**config.mk**
```make
export PLATFORM = sky130hd
export DESIGN_NAME = load_store_unit
export DESIGN_NICKNAME = d
export VERILOG_FILES = /design/src/rtl/load_store_unit_pkg.sv /design/src/rtl/load_store_unit_align.sv /design/src/rtl/load_store_unit.sv
export SDC_FILE = /design/constraint.sdc
export NUM_CORES = 1
export LEC_CHECK = 0
export ABC_AREA = 1
export CAP_MARGIN = 15
export CORE_ASPECT_RATIO = 1.25
export CORE_UTILIZATION = 44
export CTS_CLUSTER_DIAMETER = 80
export DETAILED_ROUTE_END_ITERATION = 10
export PLACE_DENSITY = 0.91
export SYNTH_ARGS = -nofsm -noshare
export SYNTH_HDL_FRONTEND = slang
export SYNTH_SLANG_ARGS = --single-unit
```
**constraint.sdc**
```tcl
create_clock -name clk -period 1.8 [get_ports clk]
set_input_delay 0.54 -clock clk [delete_from_list [all_inputs] [get_ports clk]]
set_output_delay 0.54 -clock clk [all_outputs]
set_load 0.05 [all_outputs]
```
**src/rtl/load_store_unit_pkg.sv**
```systemverilog
// Shared constants for the load/store unit: opcodes, width encodings,
// FSM state type and small lane helpers.
package load_store_unit_pkg;

    localparam logic [6:0] OPCODE_LOAD  = 7'b0000011;
    localparam logic [6:0] OPCODE_STORE = 7'b0100011;

    localparam logic [2:0] F3_LB  = 3'b000;
    localparam logic [2:0] F3_LH  = 3'b001;
    localparam logic [2:0] F3_LW  = 3'b010;
    localparam logic [2:0] F3_LBU = 3'b100;
    localparam logic [2:0] F3_LHU = 3'b101;
    localparam logic [2:0] F3_SB  = 3'b000;
    localparam logic [2:0] F3_SH  = 3'b001;
    localparam logic [2:0] F3_SW  = 3'b010;

    typedef enum logic [1:0] {
        IDLE,
        REQ,
        WAIT,
        DONE
    } lsu_state_e;

    // Low two funct3 bits encode access size for both signed and unsigned loads
    function automatic logic [3:0] byte_enable(
        input logic [1:0] size,
        input logic [1:0] off
    );
        case (size)
            2'b00:   byte_enable = 4'b0001 << off;
            2'b01:   byte_enable = 4'b0011 << off;
            default: byte_enable = 4'b1111;
        endcase
    endfunction

    function automatic logic misaligned(
        input logic [1:0] size,
        input logic [1:0] off
    );
        case (size)
            2'b01:   misaligned = off[0];
            2'b10:   misaligned = (off != 2'b00);
            default: misaligned = 1'b0;
        endcase
    endfunction

endpackage

```
**src/rtl/load_store_unit_align.sv**
```systemverilog
// Load data extraction: selects the addressed byte/halfword from the
// read word and sign- or zero-extends it.
module load_align
    import load_store_unit_pkg::*;
#(
    parameter int DWIDTH = 32
) (
    input  logic [DWIDTH-1:0] rdata_i,
    input  logic [1:0]        off_i,
    input  logic [2:0]        funct3_i,
    output logic [DWIDTH-1:0] result_o
);

    logic [7:0]  byte_sel;
    logic [15:0] half_sel;

    assign byte_sel = rdata_i[{off_i, 3'b000} +: 8];
    assign half_sel = rdata_i[{off_i[1], 4'b0000} +: 16];

    always_comb begin
        result_o = rdata_i;
        case (funct3_i)
            F3_LB:   result_o = {{(DWIDTH-8){byte_sel[7]}}, byte_sel};
            F3_LH:   result_o = {{(DWIDTH-16){half_sel[15]}}, half_sel};
            F3_LBU:  result_o = {{(DWIDTH-8){1'b0}}, byte_sel};
            F3_LHU:  result_o = {{(DWIDTH-16){1'b0}}, half_sel};
            default: result_o = rdata_i;
        endcase
    end

endmodule

```
**src/rtl/load_store_unit.sv**
```systemverilog
// Single-outstanding load/store unit between execute, a req/gnt/rvalid
// data memory port and writeback.
module load_store_unit
    import load_store_unit_pkg::*;
#(
    parameter int DWIDTH = 32,
    parameter int AWIDTH = 32
) (
    input  logic              clk,
    input  logic              rst_n,
    input  logic              ex_valid_i,
    output logic              ex_ready_o,
    input  logic [6:0]        opcode_i,
    input  logic [2:0]        funct3_i,
    input  logic [AWIDTH-1:0] addr_i,
    input  logic [DWIDTH-1:0] store_data_i,
    input  logic [4:0]        rd_i,
    output logic              mem_req_o,
    output logic              mem_we_o,
    output logic [AWIDTH-1:0] mem_addr_o,
    output logic [3:0]        mem_be_o,
    output logic [DWIDTH-1:0] mem_wdata_o,
    input  logic              mem_gnt_i,
    input  logic              mem_rvalid_i,
    input  logic [DWIDTH-1:0] mem_rdata_i,
    output logic              wb_valid_o,
    input  logic              wb_ready_i,
    output logic [DWIDTH-1:0] wb_data_o,
    output logic [4:0]        wb_rd_o,
    output logic              wb_misaligned_o
);

    lsu_state_e state_q, state_d;

    logic              is_store_q, is_store_d;
    logic [2:0]        funct3_q, funct3_d;
    logic [1:0]        off_q, off_d;
    logic [AWIDTH-1:0] maddr_q, maddr_d;
    logic [3:0]        be_q, be_d;
    logic [DWIDTH-1:0] wdata_q, wdata_d;
    logic [4:0]        rd_q, rd_d;
    logic [DWIDTH-1:0] wb_data_q, wb_data_d;
    logic              mis_q, mis_d;

    logic              is_load;
    logic              is_store;
    logic              bad_align;
    logic [DWIDTH-1:0] store_lanes;
    logic [DWIDTH-1:0] load_result;

    // Unsupported funct3 on a memory opcode falls through as passthrough
    assign is_load = (opcode_i == OPCODE_LOAD) &&
        (funct3_i inside {F3_LB, F3_LH, F3_LW, F3_LBU, F3_LHU});
    assign is_store = (opcode_i == OPCODE_STORE) &&
        (funct3_i inside {F3_SB, F3_SH, F3_SW});
    assign bad_align = misaligned(funct3_i[1:0], addr_i[1:0]);

    always_comb begin
        case (funct3_i[1:0])
            2'b00:   store_lanes = {(DWIDTH/8){store_data_i[7:0]}};
            2'b01:   store_lanes = {(DWIDTH/16){store_data_i[15:0]}};
            default: store_lanes = store_data_i;
        endcase
    end

    load_align #(
        .DWIDTH(DWIDTH)
    ) u_align (
        .rdata_i (mem_rdata_i),
        .off_i   (off_q),
        .funct3_i(funct3_q),
        .result_o(load_result)
    );

    always_ff @(posedge clk or negedge rst_n) begin
        if (!rst_n) begin
            state_q <= IDLE;
        end else begin
            state_q <= state_d;
        end
    end

    always_comb begin
        state_d = state_q;
        unique case (state_q)
            IDLE: begin
                if (ex_valid_i) begin
                    state_d = ((is_load || is_store) && !bad_align)
                        ? REQ : DONE;
                end
            end
            REQ: begin
                if (mem_gnt_i) begin
                    state_d = is_store_q ? DONE : WAIT;
                end
            end
            WAIT: begin
                if (mem_rvalid_i) begin
                    state_d = DONE;
                end
            end
            DONE: begin
                if (wb_ready_i) begin
                    state_d = IDLE;
                end
            end
            default: state_d = IDLE;
        endcase
    end

    always_comb begin
        ex_ready_o = (state_q == IDLE);
        mem_req_o  = (state_q == REQ);
        mem_we_o   = (state_q == REQ) && is_store_q;
        mem_be_o   = (state_q == REQ) ? be_q : 4'b0000;
        wb_valid_o = (state_q == DONE);
    end

    assign mem_addr_o      = maddr_q;
    assign mem_wdata_o     = wdata_q;
    assign wb_data_o       = wb_data_q;
    assign wb_rd_o         = rd_q;
    assign wb_misaligned_o = mis_q;

    always_comb begin
        is_store_d = is_store_q;
        funct3_d   = funct3_q;
        off_d      = off_q;
        maddr_d    = maddr_q;
        be_d       = be_q;
        wdata_d    = wdata_q;
        rd_d       = rd_q;
        wb_data_d  = wb_data_q;
        mis_d      = mis_q;
        if (state_q == IDLE && ex_valid_i) begin
            is_store_d = is_store;
            funct3_d   = funct3_i;
            off_d      = addr_i[1:0];
            maddr_d    = {addr_i[AWIDTH-1:2], 2'b00};
            be_d       = byte_enable(funct3_i[1:0], addr_i[1:0]);
            wdata_d    = is_store ? store_lanes : '0;
            rd_d       = is_store ? 5'd0 : rd_i;
            mis_d      = (is_load || is_store) && bad_align;
            wb_data_d  = (is_load || is_store) ? '0 : DWIDTH'(addr_i);
        end else if (state_q == WAIT && mem_rvalid_i) begin
            wb_data_d = load_result;
        end
    end

    always_ff @(posedge clk or negedge rst_n) begin
        if (!rst_n) begin
            is_store_q <= 1'b0;
            funct3_q   <= 3'b000;
            off_q      <= 2'b00;
            maddr_q    <= '0;
            be_q       <= 4'b0000;
            wdata_q    <= '0;
            rd_q       <= 5'd0;
            wb_data_q  <= '0;
            mis_q      <= 1'b0;
        end else begin
            is_store_q <= is_store_d;
            funct3_q   <= funct3_d;
            off_q      <= off_d;
            maddr_q    <= maddr_d;
            be_q       <= be_d;
            wdata_q    <= wdata_d;
            rd_q       <= rd_d;
            wb_data_q  <= wb_data_d;
            mis_q      <= mis_d;
        end
    end

endmodule

```
## Word level (Yosys, flattened, before mapping)

Cells that the tools add are included.

- Add/subtract/negate cells: 0
- $mul: 0
- Divide/modulo/power cells: 0
- Magnitude comparators: 0
- Equal/unequal tests: 18
- Shift-type cells: 4
- Muxes and demuxes: 17
- Bitwise operators: 0
- Reductions and logical operators: 18

Operators by type and width:

| cell | count |
|---|---|
| 32-bit two-way mux | 4 |
| 32-bit case mux with 4 select lines | 1 |
| 32-bit case mux with 2 select lines | 1 |
| 32-bit by 6-bit indexed part select with 16-bit output | 1 |
| 32-bit by 6-bit indexed part select with 8-bit output | 1 |
| 3-bit == test (second input constant) | 4 |
| 2-bit two-way mux | 5 |
| 2-bit case mux with 4 select lines | 1 |
| 4-bit case mux with 2 select lines | 1 |
| 7-bit by 2-bit == test with 1-bit output (second input constant) | 1 |
| 7-bit by 6-bit == test with 1-bit output (second input constant) | 1 |
| 1-bit logical AND | 7 |
| 2-bit == test (second input constant) | 3 |
| 3-bit by 1-bit == test with 1-bit output (second input constant) | 2 |
| 3-bit logical NOT | 2 |
| 5-bit two-way mux | 1 |
| 5-bit nonzero test | 1 |
| 2-bit by 1-bit == test with 1-bit output (second input constant) | 2 |
| 2-bit logical NOT | 2 |
| 4-bit two-way mux | 1 |
| 2-bit by 1-bit != test with 1-bit output (second input constant) | 2 |
| 2-bit != test (second input constant) | 2 |
| 4-bit AND reduction | 1 |
| 2-bit nonzero test | 2 |
| 8 further kinds | 8 |

- Register bits after elaboration: 112
- Bits in latches: 0
- RAM bits: 0
- Bits in read-only memories: 0
- Output and inout bits: 110
- Logic and storage cells: 67
- Memories kept: 0

## Longest topological paths before layout

Gate-level depths: netlist (run 1).

- Word-level depth: 8
- Gate-level depth with buffers: 12
- Mapped depth without buffers: 9

## Cells and area by module

From an unflattened synthesis (run 1), not the netlist that was laid out.

- Cells, all modules: 858
- Area, all modules: 6198.4 sq um

By module, submodules not included:

| module | times used | cells an instance | area an instance (sq um) | sequential area each (sq um) |
|---|---|---|---|---|
| load_store_unit | 1 | 656 | 5266.3 | 2802.7 |
| load_align | 1 | 202 | 932.1 | 0.0 |

## Worst setup path before layout (run 1)

OpenSTA, ideal clock, no wires.

- Path kind: input-to-reg
- Start: input port funct3_i[1]
- End: register wdata_q[14] (netlist: mem_wdata_o[14])
- Library setup time: 0.123 ns
- Arrival: 2.139 ns
- Data required time: 1.677 ns
- Setup slack: -0.463 ns
- Cell stages on the path: 10
- Path buffers: 4
- Cells stage by stage: clkbuf_1 clkbuf_1 inv_1 ha_1 nor2_1 buf_2 inv_1 clkbuf_1 o21ai_0 o21ai_1

- Cells in the longest elaborated chain, start to end: 4

Ends and longest elaborated chain:

| item | line | text |
|---|---|---|
| start: declaration | load_store_unit.sv:14 | `input logic [2:0] funct3_i,` |
| 3-bit by 1-bit == test with 1-bit output (tied with other cells) | load_store_unit.sv:55 | `(funct3_i inside {F3_SB, F3_SH, F3_SW});` |
| 3-bit nonzero test | load_store_unit.sv:55 |  |
| 1-bit logical AND | load_store_unit.sv:54 | `assign is_store = (opcode_i == OPCODE_STORE) &&` |
| 32-bit two-way mux * | load_store_unit.sv:141 | `wdata_d = is_store ? store_lanes : '0;` |
| end signal: assignment | load_store_unit.sv:167 | `wdata_q <= wdata_d;` |
| end: declaration | load_store_unit.sv:40 | `logic [DWIDTH-1:0] wdata_q, wdata_d;` |

Every way passes the cells marked *; elsewhere a longest branch is shown, timed or not.
A chain may end at the register's enable or synchronous reset.

## Final worst setup path (run 1)

- Start: register state_q[1]
- End: output port mem_req_o

- Cells in the longest elaborated chain, start to end: 1

Ends and longest elaborated chain:

| item | line | text |
|---|---|---|
| start: declaration | load_store_unit.sv:33 | `lsu_state_e state_q, state_d;` |
| start signal: assignment | load_store_unit.sv:79 | `state_q <= state_d;` |
| 2-bit by 1-bit == test with 1-bit output | load_store_unit.sv:113 | `mem_req_o = (state_q == REQ);` |
| end: declaration | load_store_unit.sv:18 | `output logic mem_req_o,` |

Every way passes these cells.

==> reports/qor.txt, run 1 <==
Dpl hpwl -> 14,900 um
Syn_area_per_cell -> 7.25 sq um
First-pass GRT wire length -> 31,800 um
Final hold violation count -> 0
Via-per-instance ratio -> 5.20
Min Tclk post-route -> 1.89 ns
Main combinational cell family by area after synthesis -> simple AND/OR/NAND/NOR gates
Die Wd -> 105 um
Diodes inserted -> 0
Number of synthesized flops with an enable pin -> 0
Synth Area in Compound Gates -> 14.6%
Final Max Slew Viols -> 0
Setup TNS -> -0.595 ns
Routed vias -> 6,441
Layout Cells excl Fill -> 1,238
Final setup fails -> 7
Synth top cells by count -> 261 x nand2_1, 125 x nor2_1, 112 x dfrtp_1
Clock transition at path regs -> 0.07 ns
Starting Density -> 45.5%
Synth Area in XOR/XNOR -> 0%
Post-Synth Adder-Cell Area -> 1.51%
Failing checks -> setup timing
Synth cell types -> 27
Most used standard cell by instance count after synthesis -> nand2_1
Clock Latency Late Sink -> 0.35 ns
CTS sink count -> 112
I/O Buffers -> 224
R2R depth -> 9
Row Count -> 46
Gr usage total -> 29.7%
#FFs+latches synth -> 112
Power Density -> 1730 nW/um^2
Multi-input logic area -> 2750 sq um
Largest net degree at the start of global routing -> 41
YS warnings -> 0
Post-synth top area share -> 48.2%
RSZ-0062 raised after global routing -> yes
Fin worst setup slack -> -0.0945 ns
CP arrival -> 1.35 ns
Crit path required time -> 1.26 ns
Nets@finish -> 1,189
DRT iter0 DRCs -> 418
Finished Cell Area -> 9630 sq um
VDD IR-drop max -> 1.16 mV
Clock Skews -> 0.00681 ns
Post-synthesis mux area share -> 0%
Pre-antenna DRT Iters -> 5
Fillers -> 887
Total CTS buffers -> 9
Async S/R FF share, synth -> 100%
Vias in the first global route -> 6,657
DR WL/cell -> 16.2 um
Leak pwr -> 4.74 nW
F_max -> 0.528 GHz
Register Area -> 2800 sq um
Number of max-cap violations -> 0
Synth area leader -> dfrtp_1
Simple-gate share of the synthesized area -> 28.3%
RD Place Congestion -> 0.910
Register area share after synthesis -> 48.2%
Io pins -> 227
Critical Path Source Type -> flop
Synth area leaders -> dfrtp_1 48%, nand2_1 17%, nor2_1 8.1%
Syn Std Cell Area -> 5810 sq um
Hold crit path type -> primary input to asynchronous set/reset pin
Total wire length -> 20,000 um
Placed cells -> 1,207
# DRC -> 0
Status -> finished, violations left
Area growth syn-to-layout -> 65.8%
Prevailing post-synth register cell -> dfrtp_1
Total gr overflow -> 0
Detail Route Antenna Nets -> 0
Share of cells above drive strength 1 -> 23.6%
Worst Setup End Kind -> output port
Max clock buf depth -> 2
Post-CTS Hold Fix Bufs -> 0
R2R setup slack -> 0.11 ns
WHS -> 0.0807 ns
Placed inst area -> 9030 sq um
Root Driver -> clkbuf_16
Place WS -> -0.635 ns
Final core utilization -> 75.4%
Die height -> 130 um
Max FO, Critical Path -> 6
Mapped Cells -> 801
Core area -> 12,800 sq um
CTS tree -> yes
RR Startpoint -> state_q[1]$_DFFE_PN0P_
Die area -> 13,700 sq um
Period utilisation layout -> 105%
CP Class -> flop to output port
Worst flop-to-flop path endpoint -> wb_data_o[30]$_DFFE_PN0P_
H-tree Lvls -> 3
Initial antenna violation count -> 0
Power consumption -> 16.7 mW
==> worst max path at each step <==
stage | cells after the start | slack, ns | to | startpoint
2_1_floorplan | 11 | -0.08 | mem_wdata_o[12]$_DFFE_PN0P_ | funct3_i[1]
3_3_place_gp | 11 | -0.52 | wb_data_o[12]$_DFFE_PN0P_ | funct3_i[1]
3_5_place_dp | 11 | -0.64 | wb_data_o[7]$_DFFE_PN0P_ | funct3_i[1]
4_1_cts | 4 | -0.10 | mem_be_o[1] | state_q[0]$_DFFE_PN0P_
5_1_grt | 5 | -0.14 | mem_be_o[3] | state_q[1]$_DFFE_PN0P_
6_report | 4 | -0.09 | mem_req_o | state_q[1]$_DFFE_PN0P_
==> metal layers <==
metal	global-route usage, %	share of wire [%]	vias up	routed length (um)
met5	0	0	-	0
met4	17.2	4.6	0	913
met3	6.05	7.2	70	1440
met2	55.5	52	310	10400
met1	31.2	36	3006	7210
li1	-	-	3055	-
==> power by group <==
group | internal (mW) | leakage (nW) | switching, mW
registers | 3.40 | 1.40 | 0.759
clock network | 1.22 | 0.148 | 0.933
logic | 4.09 | 3.19 | 6.26
total | 8.71 | 4.74 | 7.95
==> kinds of logic (layout without fill, tap and decap cells) <==
group | after synthesis | in the layout
other cells | 1 | 2
flops | 112 | 112
buf+inv | 100 | 368
compound gates | 161 | 161
fa+ha+maj | 7 | 7
simple gates | 420 | 420
==> area by class of cell <==
| cell class | instances | area share [%] |
|---|---|---|
| repair buffers | 294 | 34.2 |
| flip-flops and latches | 112 | 29.1 |
| multi-input cells | 590 | 28.6 |
| inverters | 58 | 2.60 |
| clock buffers | 9 | 2.34 |
| well taps | 168 | 2.18 |
| clock inverters | 7 | 1.00 |
==> worst max-delay path, cell delays in order (launching register included) <==
cell and delay, ns:
dfrtp_1 0.40, inv_2 0.08, ha_4 0.23, buf_4 0.16, buf_12 0.13
==> cell usage in the layout, fill, tap and decap left out, drive strengths merged <==
cell,count
nand2,264
buf,179
nor2,126
clkdlybuf4s50,112
dfrtp,112
o21ai,84
a21oi,72
inv,52
nand3,28
clkbuf,10
clkinvlp,9
ha,7
o22ai,2
conb,2
bufinv,2
clkinv,2
nand3b,1
a21boi,1
a31oi,1
nor3,1
o211ai,1
dlymetal6s2s,1
dlygate4sd2,1
==> flip-flops by register name, summed over array words and instances, names as in the netlist <==
signal and flops:
be_q 4, funct3_q 3, is_store_q 1, mem_addr_o 30, mem_wdata_o 32, off_q 2
state_q 2, wb_data_o 32, wb_misaligned_o 1, wb_rd_o 5
==> timing repair <==
item                       in CTS  in global routing
gates cloned                    1                  0
buffers inserted                6                  8
gates resized for setup        19                 25
pin swaps                       8                  7
setup endpoints to repair      79                 69
(Power assumes the default switching activity.)
==> inputs of run 2 (changes only) <==
CORE_UTILIZATION = 45   (was 44)
SYNTH_HIERARCHICAL = 1   (was unset)
==> run 2 against run 1 <==
Against the previous run: the flow still finishes with violations (setup timing); non-clock buffer count down 15; via count up 4.6%; clock skew up 0.0029 ns; sequential power about the same; first-iteration DRC count up 9.3%; sequential share of layout area down 0.36 points; fmax down 1.5%; global-route usage down 0.60 points.
==> reports/qor.txt, run 2 <==
Most used standard cell by instance count after synthesis -> nand2_1
R2R setup slack -> 0.07 ns (-0.04 ns)
Core area -> 13,300 sq um (+4.5%)
Syn_area_per_cell -> 7.22 sq um (-0.41%)
RSZ-0062 raised after global routing -> yes
Crit path required time -> 1.26 ns (about the same)
CP arrival -> 1.38 ns (+0.03 ns)
Most common cell after layout, fill and taps aside -> nand2_1
Leak pwr -> 4.78 nW (+0.99%)
Mapped Cells -> 858 (+7.1%)
RD Place Congestion -> 0.856 (-5.9%)
CTS tree -> yes
DR WL/cell -> 16.1 um (-0.58%)
Gr usage total -> 29.1% (-0.60 points)
Share of cells above drive strength 1 -> 22.1% (-1.5 points)
Number of max-cap violations -> 0 (unchanged)
Total CTS buffers -> 9 (unchanged)
Critical Path Source Type -> flop
Post-synth top area share -> 45.2% (-3.0 points)
Critical-path top delay cell -> dfrtp_1
Clock transition at path regs -> 0.08 ns (about the same)
Final Max Slew Viols -> 0 (unchanged)
Sequential Power Share -> 25.9% (+0.9 points)
Root Driver -> clkbuf_16
Total gr overflow -> 0 (unchanged)
Initial antenna violation count -> 0 (unchanged)
Power Density -> 1630 nW/um^2 (-5.6%)
I/O Buffers -> 224 (unchanged)
Placed cells -> 1,247 (+3.3%)
F_max -> 0.520 GHz (-1.5%)
Worst Setup End Kind -> output port
Prevailing post-synth register cell -> dfrtp_1
Io pins -> 227 (unchanged)
YS warnings -> 6 (+6)
Switching share of power -> 48.5% (+0.75 points)
Failing checks -> setup timing
Layout Cells excl Fill -> 1,270 (+2.6%)
RR Startpoint -> state_q[0]$_DFFE_PN0P_
Max FO, Critical Path -> 7 (+1)
Synth cell types -> 28 (+3.7%)
Syn Std Cell Area -> 6200 sq um (+6.7%)
Area growth syn-to-layout -> 57.4%
CTS sink count -> 112 (unchanged)
Status -> finished, violations left
Nets@finish -> 1,219 (+2.5%)
Post-CTS Hold Fix Bufs -> 0 (unchanged)
CP Class -> flop to output port
Comb pwr share -> 61.6% (-0.5 points)
Diodes inserted -> 0 (unchanged)
# DRC -> 0 (unchanged)
Row Count -> 47 (+2.2%)
Period utilisation layout -> 107% (+1.7 points)
H-tree Lvls -> 3 (unchanged)
DRT iter0 DRCs -> 457 (+9.3%)
Sw Pwr -> 7.73 mW (-2.9%)
Die Wd -> 107 um (+2.1%)
Pre-antenna DRT Iters -> 5 (unchanged)
Largest net degree at the start of global routing -> 80 (+95%)
R2R depth -> 9 (unchanged)
Clock Latency Late Sink -> 0.35 ns (about the same)
Clock Skews -> 0.00974 ns (+0.00294 ns)
#FFs+latches synth -> 112 (unchanged)
Die height -> 133 um (+2.1%)
Hold crit path type -> primary input to asynchronous set/reset pin
CP most frequent cell -> inv_2
Synth area leader -> dfrtp_1
Clock share of power -> 12.5% (-0.4 points)
Pint -> 8.21 mW (-5.7%)
Number of synthesized flops with an enable pin -> 0 (unchanged)
Synth top cells by count -> 232 x nand2_1, 149 x o21ai_0, 112 x dfrtp_1
Delay of the slowest critical-path stage -> 0.40 ns (about the same)
Worst flop-to-flop path endpoint -> mem_wdata_o[7]$_DFFE_PN0P_
Via-per-instance ratio -> 5.30 (+1.9%)
Final hold violation count -> 0 (unchanged)
Placed inst area -> 9230 sq um (+2.2%)
Finished Cell Area -> 9760 sq um (+1.3%)
Final setup fails -> 7 (unchanged)
Total wire length -> 20,400 um (+2.0%)
Max clock buf depth -> 2 (unchanged)
Most frequent cells in the layout -> 225 x nand2_1, 142 x o21ai_0, 112 x clkdlybuf4s50_1
First-pass GRT wire length -> 32,600 um (+2.7%)
VDD IR-drop max -> 1.20 mV (+4.1%)
Starting Density -> 46.4% (+0.96 points)
Routed vias -> 6,736 (+4.6%)
Setup TNS -> -0.638 ns (-0.0431 ns)
Vias in the first global route -> 6,802 (+2.2%)
Dpl hpwl -> 15,100 um (+1.7%)
Critical-path cell list -> inv_2, ha_4, nand2_2, inv_2, buf_12
Register area share after synthesis -> 45.2% (-3.0 points)
Async S/R FF share, synth -> 100% (unchanged)
Fin worst setup slack -> -0.124 ns (-0.0298 ns)
Min Tclk post-route -> 1.92 ns (+0.0298 ns)
Detail Route Antenna Nets -> 0 (unchanged)
Synth area leaders -> dfrtp_1 45%, nand2_1 14%, o21ai_0 12%
Die area -> 14,300 sq um (+4.2%)
-- run 2: metal layers --
metal  up-vias  share of wire [%]  GRT usage, %
met5         -                  0             0
met4         0                2.9          10.6
met3        52                7.1          6.07
met2       321                 54          54.2
met1      3167                 36          32.1
li1       3196                  -             -
-- run 2: through the flow --
step	hold slack, ns	setup WS (ns)	total power, mW	utilization [%]
6_report	0.106	-0.124	15.9	73.1
5_1_grt	0.114	-0.168	16.8	73.1
4_1_cts	0.113	-0.0940	15.8	72.6
3_5_place_dp	0.471	-0.561	13.7	69.1
3_3_place_gp	0.467	-0.410	13.4	69.1
2_1_floorplan	0.244	-0.0193	9.85	-
-- run 2: how the worst max path moves through the flow --
| stage | startpoint | slack (ns) | cells past startpoint | end |
|---|---|---|---|---|
| 2_1_floorplan | state_q[1]$_DFFE_PN0P_ | -0.02 | 4 | mem_we_o |
| 3_3_place_gp | funct3_i[1] | -0.41 | 10 | mem_wdata_o[28]$_DFFE_PN0P_ |
| 3_5_place_dp | funct3_i[0] | -0.56 | 10 | mem_wdata_o[23]$_DFFE_PN0P_ |
| 4_1_cts | state_q[0]$_DFFE_PN0P_ | -0.09 | 4 | ex_ready_o |
| 5_1_grt | state_q[1]$_DFFE_PN0P_ | -0.17 | 5 | mem_we_o |
| 6_report | state_q[1]$_DFFE_PN0P_ | -0.12 | 5 | mem_we_o |
-- run 2: what timing repair did --
action | CTS | global route
resized for setup | 22 | 19
setup buffers | 5 | 1
gates cloned | 2 | 1
pin swaps | 1 | 5
endpoints found under the setup margin | 77 | 56
-- run 2: worst max-delay path, delay by kind of cell (launching register included) --
kind                     cells  cell delay (ns)
flip-flops                   1             0.40
buffers and inverters        3             0.34
adder cells (fa/ha/maj)      1             0.21
AND/OR/NAND/NOR              1             0.08
-- run 2: area by class of cell --
cell class	instances	area [sq um]
Clock inverter	3	25.0
Tap cell	171	214
Inverter	86	340
Sequential cell	112	2810
Timing Repair Buffer	279	3200
Fill cell	970	3590
Clock buffer	12	267
Multi-Input combinational cell	607	2910
-- run 2: kinds of logic after synthesis --
group                      count (synthesis)  synth area share, %
and+or+nand+nor                          380                 25.0
DFF                                      112                 45.2
other                                      1               0.0605
buffers and inverters                    141                 9.83
adders and majority gates                  7                 1.41
AOI/OAI and AO/OA                        217                 18.4
-- run 2: power groups by stage --
stage	Sequential, mW	Combinational [mW]	Clock, mW
2_1_floorplan	6.48	3.38	0
3_3_place_gp	4.09	9.31	0
3_5_place_dp	4.12	9.55	0
4_1_cts	4.10	9.68	2.01
5_1_grt	4.22	10.5	2.12
6_report	4.13	9.82	1.99
==> inputs of run 3 (changes only) <==
CTS_CLUSTER_SIZE = 16   (was unset)
==> results of run 3 <==
No change in the layout: final DEF, timing and power equal those of run 2.
